### src/rtl/muldiv_unit.sv
// Iterative RV64M multiply/divide unit: radix-2 shift-add multiply and restoring divide.
// Optional MULDIV_EARLY_OUT_EN: single-cycle completion for zero/overflow/trivial operands.
module muldiv_unit #(
  parameter int unsigned XLEN = 64,
  parameter int unsigned OP_W = 4
) (
  input  logic            clk,
  input  logic            rst,
  input  logic            flush,
  input  logic            in_valid,
  output logic            in_ready,
  input  logic [OP_W-1:0] op,
  input  logic [XLEN-1:0] a,
  input  logic [XLEN-1:0] b,
  output logic            out_valid,
  input  logic            out_ready,
  output logic [XLEN-1:0] res,
  output logic            busy
);
  localparam int unsigned CW    = $clog2(XLEN + 1);
  localparam bit          HAS_W = (XLEN == 64);

  typedef enum logic [1:0] {IDLE, CALC, DONE} state_t;
  state_t state_q, state_d;

  logic [CW-1:0]     cnt_q, cnt_d;
  logic [XLEN-1:0]   x_q, x_d, y_q, y_d, res_q, res_d;
  logic [2*XLEN-1:0] acc_q, acc_d;
  logic              mul_q, mul_d, hi_q, hi_d, rem_q, rem_d, w_q, w_d;
  logic              ill_q, ill_d, neg_q, neg_d;

  int unsigned       op_i;
  logic              dec_mul, dec_hi, dec_rem, dec_w, dec_ill, dec_sa, dec_sb;
  logic              a_neg, b_neg;
  logic [31:0]       a_lo, b_lo, a_lo_neg, b_lo_neg;
  logic [XLEN-1:0]   a_mag, b_mag;
  logic              accept, last, early_hit;
  logic [XLEN-1:0]   early_res;

  logic [XLEN:0]     rem_sh, diff;
  logic [2*XLEN-1:0] prod_step, prod_fix;
  logic [XLEN-1:0]   dv_val, dv_fix, fix_res;

  function automatic logic [XLEN-1:0] sext32(input logic [31:0] v);
    return XLEN'($signed(v));
  endfunction

  assign op_i     = 32'(op);
  assign a_lo     = a[31:0];
  assign b_lo     = b[31:0];
  assign a_lo_neg = '0 - a_lo;
  assign b_lo_neg = '0 - b_lo;

  always_comb begin
    dec_mul = 1'b0;
    dec_hi  = 1'b0;
    dec_rem = 1'b0;
    dec_w   = 1'b0;
    dec_ill = 1'b0;
    dec_sa  = 1'b0;
    dec_sb  = 1'b0;
    case (op_i)
      0:  dec_mul = 1'b1;
      1:  begin dec_mul = 1'b1; dec_hi = 1'b1; dec_sa = 1'b1; dec_sb = 1'b1; end
      2:  begin dec_mul = 1'b1; dec_hi = 1'b1; dec_sa = 1'b1; end
      3:  begin dec_mul = 1'b1; dec_hi = 1'b1; end
      4:  begin dec_sa = 1'b1; dec_sb = 1'b1; end
      5:  ;
      6:  begin dec_rem = 1'b1; dec_sa = 1'b1; dec_sb = 1'b1; end
      7:  dec_rem = 1'b1;
      8:  begin dec_mul = 1'b1; dec_w = 1'b1; end
      9:  begin dec_w = 1'b1; dec_sa = 1'b1; dec_sb = 1'b1; end
      10: dec_w = 1'b1;
      11: begin dec_w = 1'b1; dec_rem = 1'b1; dec_sa = 1'b1; dec_sb = 1'b1; end
      12: begin dec_w = 1'b1; dec_rem = 1'b1; end
      default: begin dec_mul = 1'b1; dec_ill = 1'b1; end
    endcase
    if (dec_w && !HAS_W) begin
      dec_mul = 1'b1;
      dec_ill = 1'b1;
      dec_w   = 1'b0;
      dec_hi  = 1'b0;
      dec_rem = 1'b0;
      dec_sa  = 1'b0;
      dec_sb  = 1'b0;
    end
    // Work on magnitudes; the sign is restored in the final cycle.
    a_neg = dec_sa & (dec_w ? a[31] : a[XLEN-1]);
    b_neg = dec_sb & (dec_w ? b[31] : b[XLEN-1]);
    if (dec_w) begin
      a_mag = a_neg ? XLEN'(a_lo_neg) : XLEN'(a_lo);
      b_mag = b_neg ? XLEN'(b_lo_neg) : XLEN'(b_lo);
    end else begin
      a_mag = a_neg ? '0 - a : a;
      b_mag = b_neg ? '0 - b : b;
    end
  end

`ifdef MULDIV_EARLY_OUT_EN
  logic [XLEN-1:0] a_ext, min_mag;
  logic            ovf;

  assign a_ext   = dec_w ? sext32(a_lo) : a;
  assign min_mag = dec_w ? XLEN'(32'h8000_0000) : (XLEN'(1) << (XLEN - 1));
  assign ovf     = dec_sa & a_neg & b_neg & (a_mag == min_mag) & (b_mag == XLEN'(1));

  always_comb begin
    early_hit = 1'b0;
    early_res = '0;
    if (dec_ill) begin
      early_hit = 1'b0;
    end else if (dec_mul) begin
      early_hit = (a_mag == '0) || (b_mag == '0);
    end else if (b_mag == '0) begin
      early_hit = 1'b1;
      early_res = dec_rem ? a_ext : '1;
    end else if (ovf) begin
      early_hit = 1'b1;
      early_res = dec_rem ? '0 : a_ext;
    end else if (a_mag < b_mag) begin
      early_hit = 1'b1;
      early_res = dec_rem ? a_ext : '0;
    end
  end
`else
  assign early_hit = 1'b0;
  assign early_res = '0;
`endif

  assign accept    = in_valid & in_ready & ~flush;
  assign last      = (cnt_q == (w_q ? CW'(32) : CW'(XLEN)));
  assign rem_sh    = {acc_q[XLEN-1:0], y_q[XLEN-1]};
  assign diff      = rem_sh - {1'b0, x_q};
  assign prod_step = {acc_q[2*XLEN-2:0], 1'b0} + (y_q[XLEN-1] ? (2*XLEN)'(x_q) : '0);
  assign prod_fix  = neg_q ? '0 - acc_q : acc_q;
  assign dv_val    = rem_q ? acc_q[XLEN-1:0] : y_q;
  assign dv_fix    = neg_q ? '0 - dv_val : dv_val;

  always_comb begin
    if (ill_q) begin
      fix_res = '0;
    end else if (mul_q) begin
      fix_res = w_q ? sext32(prod_fix[31:0]) :
                hi_q ? prod_fix[2*XLEN-1:XLEN] : prod_fix[XLEN-1:0];
    end else begin
      fix_res = w_q ? sext32(dv_fix[31:0]) : dv_fix;
    end
  end

  always_comb begin
    cnt_d = cnt_q;
    x_d   = x_q;
    y_d   = y_q;
    acc_d = acc_q;
    res_d = res_q;
    mul_d = mul_q;
    hi_d  = hi_q;
    rem_d = rem_q;
    w_d   = w_q;
    ill_d = ill_q;
    neg_d = neg_q;
    if (accept) begin
      cnt_d = '0;
      acc_d = '0;
      mul_d = dec_mul;
      hi_d  = dec_hi;
      rem_d = dec_rem;
      w_d   = dec_w;
      ill_d = dec_ill;
      // Quotient of a divide-by-zero is all ones regardless of operand signs.
      neg_d = dec_mul ? (a_neg ^ b_neg) :
              dec_rem ? a_neg : ((a_neg ^ b_neg) & (b_mag != '0));
      x_d   = dec_mul ? a_mag : b_mag;
      y_d   = dec_mul ? b_mag : a_mag;
      if (dec_w) y_d = y_d << 32;
      if (early_hit) res_d = early_res;
    end else if (state_q == CALC && !flush) begin
      cnt_d = cnt_q + 1'b1;
      if (last) begin
        res_d = fix_res;
      end else if (mul_q) begin
        acc_d = prod_step;
        y_d   = y_q << 1;
      end else if (!diff[XLEN]) begin
        acc_d = (2*XLEN)'(diff[XLEN-1:0]);
        y_d   = {y_q[XLEN-2:0], 1'b1};
      end else begin
        acc_d = (2*XLEN)'(rem_sh[XLEN-1:0]);
        y_d   = {y_q[XLEN-2:0], 1'b0};
      end
    end
  end

  always_ff @(posedge clk or posedge rst) begin
    if (rst) state_q <= IDLE;
    else     state_q <= state_d;
  end

  always_comb begin
    state_d = state_q;
    case (state_q)
      IDLE:    if (accept) state_d = early_hit ? DONE : CALC;
      CALC:    if (flush) state_d = IDLE; else if (last) state_d = DONE;
      DONE:    if (flush || out_ready) state_d = IDLE;
      default: state_d = IDLE;
    endcase
  end

  always_comb begin
    in_ready  = (state_q == IDLE);
    out_valid = (state_q == DONE);
    busy      = (state_q != IDLE);
  end

  assign res = res_q;

  always_ff @(posedge clk or posedge rst) begin
    if (rst) begin
      cnt_q <= '0;
      x_q   <= '0;
      y_q   <= '0;
      acc_q <= '0;
      res_q <= '0;
      mul_q <= 1'b0;
      hi_q  <= 1'b0;
      rem_q <= 1'b0;
      w_q   <= 1'b0;
      ill_q <= 1'b0;
      neg_q <= 1'b0;
    end else begin
      cnt_q <= cnt_d;
      x_q   <= x_d;
      y_q   <= y_d;
      acc_q <= acc_d;
      res_q <= res_d;
      mul_q <= mul_d;
      hi_q  <= hi_d;
      rem_q <= rem_d;
      w_q   <= w_d;
      ill_q <= ill_d;
      neg_q <= neg_d;
    end
  end
endmodule
### config.mk
export PLATFORM = sky130hd
export DESIGN_NAME = muldiv_unit
export DESIGN_NICKNAME = d
export VERILOG_FILES = /design/src/rtl/muldiv_unit.sv
export SDC_FILE = /design/constraint.sdc
export NUM_CORES = 2
export LEC_CHECK = 0
export ABC_AREA = 1
export BUFFER_PORTS_ARGS = -buffer_cell sky130_fd_sc_hd__buf_2
export CAP_MARGIN = 0
export CORE_ASPECT_RATIO = 0.6
export CORE_UTILIZATION = 39
export DETAILED_ROUTE_END_ITERATION = 10
export PLACE_DENSITY = 0.55
export SLEW_MARGIN = 20
export SYNTH_ARGS = -nofsm -noshare
export SYNTH_HDL_FRONTEND = slang
export SYNTH_SLANG_ARGS = --single-unit
### constraint.sdc
create_clock -name clk -period 35.7 [get_ports clk]
set_input_delay 7.14 -clock clk [delete_from_list [all_inputs] [get_ports clk]]
set_output_delay 7.14 -clock clk [all_outputs]
set_load 0.005 [all_outputs]
==> results.cfg <==
[power]
power.density_mw_per_mm2 = 93.6
pwr-share-clk_pct = 11.2
ir_drop_v = 0.0000820
power_frac_seq_pct = 16.6
p_int_mw = 1.60
switching_share_pct = 63.8
power_mw = 4.42
combinationalPowerShare_pct = 72.3
p_sw_mw = 2.82
power.leakage_nw = 23.3

[clock_network]
cts.sinks = 335
post_cts.repair.setup_buffers = 0
cts_buffers = 41
cts_max_path_buffers = 3
path_clk_slew_ns = 0.06
cts_tree = done
ctsResizeCount = 0
htreeDepth = 2
cts-root-buf = clkbuf_16
worstSkewPairLatency_ns = 0.67
cts_hold_buf = 0

[cells_and_area]
syn_to_final_growth_pct = 9.27
drive_above_1_share_pct = 6.30
post-route-util_pct = 43.0
final_area_mm2 = 0.0472
n_fill_cell = 12175
fin_nets = 8270

[global_route]
grt_pass1_vias = 50211
grt_usage_pct = 47.9
grt_max_degree = 97
grt_pass1_wl_mm = 382
grt_remaining_overflow = 0
antenna_found_initial = 19

[yosys]
ys_seq_elements = 335
ys_warn_count = 0
ys_types = 58
synth_top_area_cell = nand2_1
synth_edf_count = 0
ys.flop_type = dfrtp_1
synth_area_mm2 = 0.0432
async_flop_share_pct = 100
synthCells = 7919
synth.avg_cell_area_um2 = 5.45
synthTopCellsByArea = nand2_1, dfrtp_1, inv_1, nor2_1, nand3_1
yosysSeqAreaShare_pct = 19.4
yosysMostFrequentCell = nand2_1
synth_nets = 8193
synth_top_area_share_pct = 21.9
synth_common_cells = nand2_1, inv_1, nor2_1

[placement]
place_hpwl_mm = 231
port-buffer-count = 203
place_area_mm2 = 0.0457
routabilityCongestion = 1.13

[routing]
dr.pass1.iters = 10
vias = 58880
first_iter_violations = 10126
routed_wirelength_mm = 280
route.antenna.remaining_nets = 0
vias_per_cell = 6.18
drc = 0
wl_per_cell_um = 29.4

[floorplan]
die_w_um = 432
fp.coreArea_mm2 = 0.110
die-area_mm2 = 0.112
ios = 204
rows = 94
start_util_pct = 39.4
die_h_um = 260

[worst_setup_path]
worstPathMaxFanout = 7
end_kind = flop
crit_required_ns = 36.16
startpoint_type = input pin
cp.arrival_ns = 11.20
crit_type = in2reg

[sta]
finalClockSkew_ns = 0.0603
finalCritPeriodShare_pct = 30.1
min_period_ns = 10.74
slew_headroom_pct = 20.8
holdWs_ns = 0.472
setup_viol = 0
drv_slew = 0
hold_violations = 0
fin_setup_tns_ns = 0
clock.fmax_ghz = 0.0931
tightest_slew_ns = 1.18
rsz0062_at_grt = false

[min_path]
hold_path.class = reg2reg

[run_status]
status = completed

[job]
drv_cap = 0
-- worst paths after layout --
check	startpoint	depth (start not counted)	endpoint	slack (ns)
setup / recovery	a[0]	17	y_q[45]	24.96
hold / removal	res[52]	2	res[52]	0.47
setup reg to reg	y_q[63]	18	acc_q[95]	30.35
hold reg to reg	res[52]	2	res[52]	0.47
max in group asynchronous	rst	4	res[40]	26.71
min in group asynchronous	rst	2	x_q[41]	6.60
-- layer usage --
metal,track usage (%),vias up,share of wire (%)
met1,71.0,27715,44
met2,54.2,4793,32
li1,-,25880,-
met4,9.08,34,2.3
met3,31.1,458,21
met5,4.08,-,0.29
-- cells in the final DEF, fill, tap and decap left out, drive strengths merged, types with 7 or more instances in the layout --
cell      instances
a31oi            20
nand3           620
dfrtp           335
a21boi           12
a22oi             9
xnor2            24
clkinvlp          8
a21o             15
nor4             55
o21a             15
nand3b           23
buf             298
a21oi           467
o211ai           59
nor2           1057
nand2          2525
inv            1080
or2              24
nand4           172
nor3            130
o221ai           57
clkbuf           51
clkinv           30
o21ai           605
xor2             61
ha              135
o22ai            58
o21bai           41
o31ai             7
-- cells by family (layout without fill, tap and decap cells) --
| logic type | after synthesis | after routing | share of synthesized area [%] |
|---|---|---|---|
| XOR/XNOR | 85 | 85 | 1.74 |
| AND/OR/NAND/NOR | 4617 | 4617 | 44.4 |
| adder cells (fa/ha/maj) | 137 | 137 | 4.00 |
| flip-flops | 335 | 335 | 19.4 |
| other | 0 | 6 | 0 |
| AO/OA/AOI/OAI | 1379 | 1379 | 18.0 |
| buffers and inverters | 1366 | 1473 | 12.4 |
-- power groups by stage --
| stage | clock network, mW | registers [mW] | logic (mW) |
|---|---|---|---|
| finish | 0.492 | 0.731 | 3.19 |
| global route | 0.502 | 0.728 | 3.37 |
| CTS | 0.488 | 0.713 | 2.99 |
| detailed placement | 0 | 0.718 | 2.98 |
| global placement | 0 | 0.718 | 2.98 |
| floorplan | 0 | 0.611 | 1.90 |
-- sequential cells by signal, indices dropped and copies added (netlist names) --
signal   count
ill_q        1
x_q         64
neg_q        1
res         64
mul_q        1
w_q          1
y_q         64
hi_q         1
cnt_q        7
rem_q        1
acc_q      128
state_q      2
-- worst max-delay path: stages --
cell and delay, ns:
buf_2 0.12, inv_1 0.16, nand4_1 0.17, nor2_1 0.17, nand2_1 0.12, nor2_1 0.22, nand2_1 0.25, nor2_2 0.61
nand2_1 0.19, nor2_1 0.55, nand2_1 0.16, nand2_1 0.10, nand2_1 0.07, nand3_1 0.06, inv_1 0.13, o21ai_1 0.78
nand3_1 0.18
-- cell type report --
| cell class | count | area, um2 | share of cell area, % |
|---|---|---|---|
| clock inverter | 22 | 335 | 0.711 |
| inverter | 1102 | 4160 | 8.81 |
| tap | 1488 | 1860 | 3.95 |
| antenna | 6 | 15.0 | 0.0318 |
| sequential | 335 | 8390 | 17.8 |
| clock buffer | 51 | 1140 | 2.42 |
| multi-input combinational | 6218 | 29500 | 62.6 |
| timing repair buffer | 298 | 1730 | 3.66 |
-- through the flow --
stage | setup WS (ns) | cells
after floorplan | 19.28 | 7919
after global placement | 24.59 | 9441
after detailed placement | 24.86 | 9441
after CTS | 25.48 | 9514
after global routing | 24.99 | 9516
final | 24.96 | 9520
Note: power is estimated with default switching activity, not from simulation.
